<file path="config.mk">
export PLATFORM = sky130hd
export DESIGN_NAME = clk_div_prog_flat
export DESIGN_NICKNAME = d
export VERILOG_FILES = /design/src/rtl/clk_div_pkg.sv /design/src/rtl/clk_div_if.sv /design/src/rtl/clk_div_core.sv /design/src/rtl/clk_div_prog.sv /design/src/flat_wrapper.sv
export SDC_FILE = /design/constraint.sdc
export NUM_CORES = 1
export LEC_CHECK = 0
export CAP_MARGIN = 40
export CORE_ASPECT_RATIO = 1.1
export CORE_MARGIN = 2
export CORE_UTILIZATION = 40
export CTS_CLUSTER_SIZE = 10
export DETAILED_ROUTE_END_ITERATION = 12
export GPL_TIMING_DRIVEN = 0
export PLACE_DENSITY = 0.69
export SLEW_MARGIN = 20
export SYNTH_ARGS = -nofsm -noshare
export SYNTH_HDL_FRONTEND = slang
export SYNTH_SLANG_ARGS = --single-unit
</file>
<file path="constraint.sdc">
create_clock -name clk -period 3.9 [get_ports clk]
set_clock_uncertainty 0.1 [all_clocks]
set_input_delay 0.39 -clock clk [delete_from_list [all_inputs] [get_ports clk]]
set_output_delay 0.39 -clock clk [all_outputs]
set_load 0.05 [all_outputs]
</file>
<file path="src/rtl/clk_div_pkg.sv">
// Shared constants, state encoding and divisor helpers for the programmable clock divider.
package clk_div_pkg;

    localparam int unsigned CNT_W_DEFAULT   = 16;
    localparam int unsigned DIV_DEFAULT     = 50;  // 50 MHz -> 1 MHz
    localparam int unsigned MIN_DIV_DEFAULT = 2;

    typedef enum logic {
        IDLE = 1'b0,
        RUN  = 1'b1
    } state_e;

    // Requests below the smallest legal divisor are raised to it, so 0 and 1 never stall the counter.
    function automatic logic [31:0] clamp_div(input logic [31:0] d, input logic [31:0] min_d);
        return (d < min_d) ? min_d : d;
    endfunction

    // Low-phase length: odd divisors put the extra cycle in the low phase.
    function automatic logic [31:0] low_len(input logic [31:0] d);
        return d - (d >> 1);
    endfunction

endpackage

</file>
<file path="src/rtl/clk_div_if.sv">
// Control/status bundle between a bus master and the programmable clock divider.
interface clk_div_if
    import clk_div_pkg::*;
#(
    parameter int unsigned CNT_W = CNT_W_DEFAULT
);
    logic             en;
    logic [CNT_W-1:0] div_val;
    logic             div_load;
    logic             div_ack;
    logic             clk_out;
    logic             rise_stb;
    logic             fall_stb;
    logic             idle;
    logic [CNT_W-1:0] cur_div;

    modport master (
        output en, div_val, div_load,
        input  div_ack, clk_out, rise_stb, fall_stb, idle, cur_div
    );

    modport slave (
        input  en, div_val, div_load,
        output div_ack, clk_out, rise_stb, fall_stb, idle, cur_div
    );
endinterface

</file>
<file path="src/rtl/clk_div_core.sv">
// Phase counter plus registered clk_out and edge strobes for the active divisor.
module clk_div_core
    import clk_div_pkg::*;
#(
    parameter int unsigned CNT_W = CNT_W_DEFAULT
) (
    input  logic             clk,
    input  logic             rst_n,
    input  logic             run,
    input  logic             stop_at_wrap,
    input  logic [CNT_W-1:0] cur_div,
    output logic             wrap,
    output logic             stop_now,
    output logic             clk_out,
    output logic             rise_stb,
    output logic             fall_stb
);

    logic [CNT_W-1:0] cnt_q;
    logic [CNT_W-1:0] div_m1;
    logic [CNT_W-1:0] low_m1;

    // Both compare points derive from the active divisor only, never from a pending one.
    assign div_m1   = cur_div - CNT_W'(1);
    assign low_m1   = CNT_W'(low_len(32'(cur_div)) - 32'd1);
    assign wrap     = run && (cnt_q == div_m1);
    assign stop_now = wrap && stop_at_wrap;

    // Count through the period; raise clk_out after the low phase and drop it at the wrap.
    always_ff @(posedge clk or negedge rst_n) begin
        if (!rst_n) begin
            cnt_q    <= '0;
            clk_out  <= 1'b0;
            rise_stb <= 1'b0;
            fall_stb <= 1'b0;
        end else begin
            // NOTE: non-blocking assignments here so every register in this block sees pre-edge values.
            rise_stb <= 1'b0;
            fall_stb <= 1'b0;
            if (!run) begin
                cnt_q   <= '0;
                clk_out <= 1'b0;
            end else if (wrap) begin
                cnt_q    <= '0;
                clk_out  <= 1'b0;
                fall_stb <= 1'b1;
            end else begin
                cnt_q <= cnt_q + CNT_W'(1);
                if (cnt_q == low_m1) begin
                    clk_out  <= 1'b1;
                    rise_stb <= 1'b1;
                end
            end
        end
    end

endmodule

</file>
<file path="src/rtl/clk_div_prog.sv">
// Programmable clock divider: run/stop FSM, divisor pending register and load acknowledge.
module clk_div_prog
    import clk_div_pkg::*;
#(
    parameter int unsigned CNT_W   = CNT_W_DEFAULT,
    parameter int unsigned DEF_DIV = DIV_DEFAULT,
    parameter int unsigned MIN_DIV = MIN_DIV_DEFAULT
) (
    input  logic      clk,
    input  logic      rst_n,
    clk_div_if.slave  bus
);

    state_e           state_q;
    state_e           state_d;
    logic [CNT_W-1:0] cur_div_q;
    logic [CNT_W-1:0] pend_q;
    logic             pend_vld_q;
    logic             ack_q;
    logic             idle_q;
    logic [CNT_W-1:0] load_val;
    logic             apply_now;
    logic [CNT_W-1:0] apply_val;
    logic             wrap;
    logic             stop_now;
    logic             clk_out;
    logic             rise_stb;
    logic             fall_stb;

    assign load_val = CNT_W'(clamp_div(32'(bus.div_val), MIN_DIV));

    clk_div_core #(
        .CNT_W (CNT_W)
    ) u_core (
        .clk          (clk),
        .rst_n        (rst_n),
        .run          (state_q == RUN),
        .stop_at_wrap (!bus.en),
        .cur_div      (cur_div_q),
        .wrap         (wrap),
        .stop_now     (stop_now),
        .clk_out      (clk_out),
        .rise_stb     (rise_stb),
        .fall_stb     (fall_stb)
    );

    // Next state, and which divisor (if any) becomes active at this edge.
    always_comb begin
        // NOTE: every signal driven here gets a default first, so no path can leave one unassigned and infer a latch.
        state_d   = state_q;
        apply_now = 1'b0;
        apply_val = pend_q;

        case (state_q)
            IDLE:    if (bus.en)  state_d = RUN;
            RUN:     if (stop_now) state_d = IDLE;
            default: state_d = IDLE;
        endcase

        // A load coinciding with the wrap goes straight into the following period.
        if (wrap && bus.div_load) begin
            apply_now = 1'b1;
            apply_val = load_val;
        end else if (pend_vld_q && (wrap || state_q == IDLE)) begin
            apply_now = 1'b1;
        end
    end

    // State register, active divisor, pending divisor and the status flags.
    always_ff @(posedge clk or negedge rst_n) begin
        if (!rst_n) begin
            state_q    <= IDLE;
            cur_div_q  <= CNT_W'(DEF_DIV);
            pend_q     <= CNT_W'(DEF_DIV);
            pend_vld_q <= 1'b0;
            ack_q      <= 1'b0;
            idle_q     <= 1'b1;
        end else begin
            state_q <= state_d;
            // idle drops as soon as a run starts but rises one cycle after the final fall.
            idle_q  <= (state_q == IDLE) && (state_d == IDLE);
            ack_q   <= apply_now;
            if (apply_now) begin
                cur_div_q <= apply_val;
            end
            if (bus.div_load && !wrap) begin
                pend_q     <= load_val;
                pend_vld_q <= 1'b1;
            end else if (apply_now) begin
                pend_vld_q <= 1'b0;
            end
        end
    end

    assign bus.div_ack  = ack_q;
    assign bus.clk_out  = clk_out;
    assign bus.rise_stb = rise_stb;
    assign bus.fall_stb = fall_stb;
    assign bus.idle     = idle_q;
    assign bus.cur_div  = cur_div_q;

endmodule

</file>
<file path="src/flat_wrapper.sv">
// flat-port wrapper written by rule: the top's interface ports become plain ports
module clk_div_prog_flat import clk_div_pkg::*;
#(
    parameter int unsigned CNT_W   = CNT_W_DEFAULT,
    parameter int unsigned DEF_DIV = DIV_DEFAULT,
    parameter int unsigned MIN_DIV = MIN_DIV_DEFAULT
)
  (clk, rst_n, bus_en, bus_div_val, bus_div_load, bus_div_ack, bus_clk_out, bus_rise_stb, bus_fall_stb, bus_idle, bus_cur_div);
  clk_div_if #(.CNT_W(CNT_W)) bus_i ();
  input  logic clk;
  input  logic rst_n;
  input wire logic [$bits(bus_i.en)-1:0] bus_en;
  input wire logic [$bits(bus_i.div_val)-1:0] bus_div_val;
  input wire logic [$bits(bus_i.div_load)-1:0] bus_div_load;
  output wire logic [$bits(bus_i.div_ack)-1:0] bus_div_ack;
  output wire logic [$bits(bus_i.clk_out)-1:0] bus_clk_out;
  output wire logic [$bits(bus_i.rise_stb)-1:0] bus_rise_stb;
  output wire logic [$bits(bus_i.fall_stb)-1:0] bus_fall_stb;
  output wire logic [$bits(bus_i.idle)-1:0] bus_idle;
  output wire logic [$bits(bus_i.cur_div)-1:0] bus_cur_div;
  assign bus_i.en = bus_en;
  assign bus_i.div_val = bus_div_val;
  assign bus_i.div_load = bus_div_load;
  assign bus_div_ack = bus_i.div_ack;
  assign bus_clk_out = bus_i.clk_out;
  assign bus_rise_stb = bus_i.rise_stb;
  assign bus_fall_stb = bus_i.fall_stb;
  assign bus_idle = bus_i.idle;
  assign bus_cur_div = bus_i.cur_div;
  clk_div_prog #(.CNT_W(CNT_W), .DEF_DIV(DEF_DIV), .MIN_DIV(MIN_DIV)) u_core (.clk(clk), .rst_n(rst_n), .bus(bus_i));
endmodule
</file>
==> flow_summary.ini <==
[sta]
finalSetupViolCount = 0
hold_violations = 0
hold_slack_ns = 0.0268
slew_headroom = 0.527
drv_slew = 0
rsz0062_at_grt = no
fin_crit_ns = 3.50
worst_pin_slew_ns = 0.710
layout_setup_ws_ns = 0.395
fmax_mhz = 285
period_share = 0.899
tns_ns = 0

[synth]
yosys.area.top_type = dfrtp_1
avgSynthCellArea_um2 = 9.02
synth_ff_type = dfrtp_1
synth_seq_area_share = 0.333
synth-edff-count = 0
yosysWarnings = 0
ys_ff_latch = 55
synth.area.top_cells = dfrtp_1 (29%), ha_1 (9.6%), a21oi_1 (7.2%), xnor2_1 (6.7%), xor2_1 (4.8%)
yosysMostFrequentCell = a21oi_1
synth_cell_type_count = 55
ys_async_sr_fraction = 1.00
synth_cells = 462
synth_top_area_share = 0.288
synth_nets = 515
netlist_area_um2 = 4170
ys_top_cells_by_count = a21oi_1 (60), nor2_1 (50), dfrtp_1 (48)

[setup_path]
critical_path_class = reg2reg
worst_setup_path_end_kind = register
path_common_cell = nor4_1
crit_path_top_delay_cell = dfstp_2
critPathTopFamily = compound AO/OA/AOI/OAI gates
worst_setup_path_start_kind = register
required_ns = 4.00
arrival_ns = 3.61
path_buf_inv = 1
path_max_fanout = 4
critical-path-max-stage-delay_ns = 0.58
crit_chain = inv_1 -> ha_1 -> fa_1 -> nor2b_1 -> o311ai_1 -> a21oi_1 -> nor4_1 -> nor3b_1 -> a311oi_1 -> nand2_1 -> nor4_1

[drt]
drt_wl_total_um = 10500
drt-wirelength-per-cell_um = 16.5
antenna_left = 0
dr.pass1.iters = 4
drt_iter0_drc = 162
drt-vias-per-instance = 5.46
num_vias = 3456
drc = 0

[floorplanning]
fp.dieW_um = 101
initial_utilization = 0.406
core_area_um2 = 10200
pin_count = 41
die_area_um2 = 11200
dieHeight_um = 111
rows = 39

[outcome]
outcome = finished clean

[place]
place_ws_ns = 0.483
io_buffers = 40
place_congestion = 0.915
place_hpwl_um = 8210
placed_area_um2 = 4720

[clock_network]
postCtsSetupBuffers = 0
cts_tree = done
htree_levels = 2
cts_made_buffers = 5
holdBufCountCts = 0
worst_skew_pair.late_latency_ns = 0.31
root_buffer = clkbuf_16
path_clk_slew_ns = 0.08
cts_sinks = 55
clockBufferDepth = 2
postCtsResizedCells = 0

[pwr]
p_per_area_nw_per_um2 = 235
peakVddDrop_mv = 0.157
p_leak_nw = 2.14

[job]
maxCapViolCount = 0

[grt]
grt_max_degree = 56
grt_usage = 0.193
grt-ovfl-total = 0
grt_pass1_wl_um = 17100
grt_pass1_vias = 3443
antenna_found_initial = 0

[finish]
drive_gt1_frac = 0.0980
final_area_um2 = 4870
antenna_cells = 0
syn_to_final_growth_pct = 16.9
fin_nets = 562

[min_path]
hold_path.class = in2async
## placed cells by master, fill, tap and decap left out, types with 3 or more instances in the layout
cell type        netlist  final
dfrtp_1               48     48
o31ai_1                4      4
nor3_1                 3      3
mux2_2                 9      9
nor4b_1                3      3
clkdlybuf4s50_1        0     39
buf_2                  5      5
o21ai_0               11     11
a211oi_1               4      4
clkbuf_1               8      8
xnor2_1               32     32
o21bai_1               4      4
and2_1                 3      3
nand2_1               19     19
buf_6                  4      4
a21oi_1               60     60
mux2_4                 7      7
nor2b_1               10     10
ha_1                  32     32
nand3_1               19     19
a311oi_1               3      3
nor2_1                50     50
dfstp_2                7      7
nand2b_1               7      7
xor2_1                23     23
and3_1                 6      6
inv_1                 31     31
clkbuf_16              0      5
nor4_1                 7      7
nand4_1                5      5
## where the power goes
part	switching (mW)	internal (mW)	leakage (nW)
combinational	0.0287	0.0380	1.44
sequential	0.00935	0.589	0.627
clock	0.235	0.245	0.0719
## flip-flops by register name (all words and copies together), names as in the netlist
name                    count
u_core.bus.cur_div         16
u_core.u_core.clk_out       1
u_core.u_core.cnt_q        16
u_core.u_core.rise_stb      1
u_core.u_core.fall_stb      1
u_core.pend_q              16
u_core.state_q              1
u_core.pend_vld_q           1
u_core.bus.idle             1
u_core.bus.div_ack          1
## logic make-up (layout without fill, tap and decap cells)
kind of cell,after synthesis,in the layout,synth area share
adders and majority gates,33,33,0.101
DFF,55,55,0.333
and+or+nand+nor,143,143,0.175
xor gates and xnor gates,58,58,0.127
AOI/OAI and AO/OA,107,107,0.160
muxes,16,16,0.0496
buffers and inverters,50,98,0.0547
## per-stage QoR
stage / instances / util / power, mW
after CTS: 633 / 0.475 / 1.15
after global placement: 625 / 0.461 / 0.675
after detailed placement: 625 / 0.460 / 0.677
final: 633 / 0.475 / 1.14
after floorplan: 462 / - / 0.634
after global routing: 633 / 0.475 / 1.18
## area by class of cell
| type | count | area, um2 |
|---|---|---|
| plain buffers | 19 | 111 |
| clock buffers | 5 | 125 |
| clock inverters | 3 | 27.5 |
| fillers | 980 | 5380 |
| inverters | 31 | 116 |
| multi-input cells | 357 | 2550 |
| flip-flops and latches | 55 | 1390 |
| well taps | 123 | 154 |
| repair buffers | 40 | 398 |
## worst paths after layout
check / start / endpoint / slack, ns / depth (start not counted)
setup / recovery: u_core.bus.cur_div[1]$_DFFE_PN1P_ / u_core.u_core.rise_stb$_DFF_PN0_ / 0.40 / 11
hold / removal: rst_n / u_core.u_core.cnt_q[5]$_DFF_PN0_ / 0.03 / 1
setup reg to reg: u_core.bus.cur_div[1]$_DFFE_PN1P_ / u_core.u_core.rise_stb$_DFF_PN0_ / 0.40 / 11
hold reg to reg: u_core.pend_q[15]$_DFFE_PN0P_ / u_core.pend_q[15]$_DFFE_PN0P_ / 0.41 / 1
max in group asynchronous: rst_n / u_core.u_core.cnt_q[1]$_DFF_PN0_ / 3.19 / 1
min in group clk: u_core.pend_q[15]$_DFFE_PN0P_ / u_core.pend_q[15]$_DFFE_PN0P_ / 0.41 / 1
## routing by layer
metal | vias to the layer above | part of all wire | GRT usage
li1 | 1705 | - | -
met1 | 1643 | 0.44 | 0.240
met2 | 82 | 0.49 | 0.328
met3 | 26 | 0.036 | 0.0252
met4 | 0 | 0.038 | 0.0856
met5 | - | 0 | 0
Power figures use the tool's default switching activity.
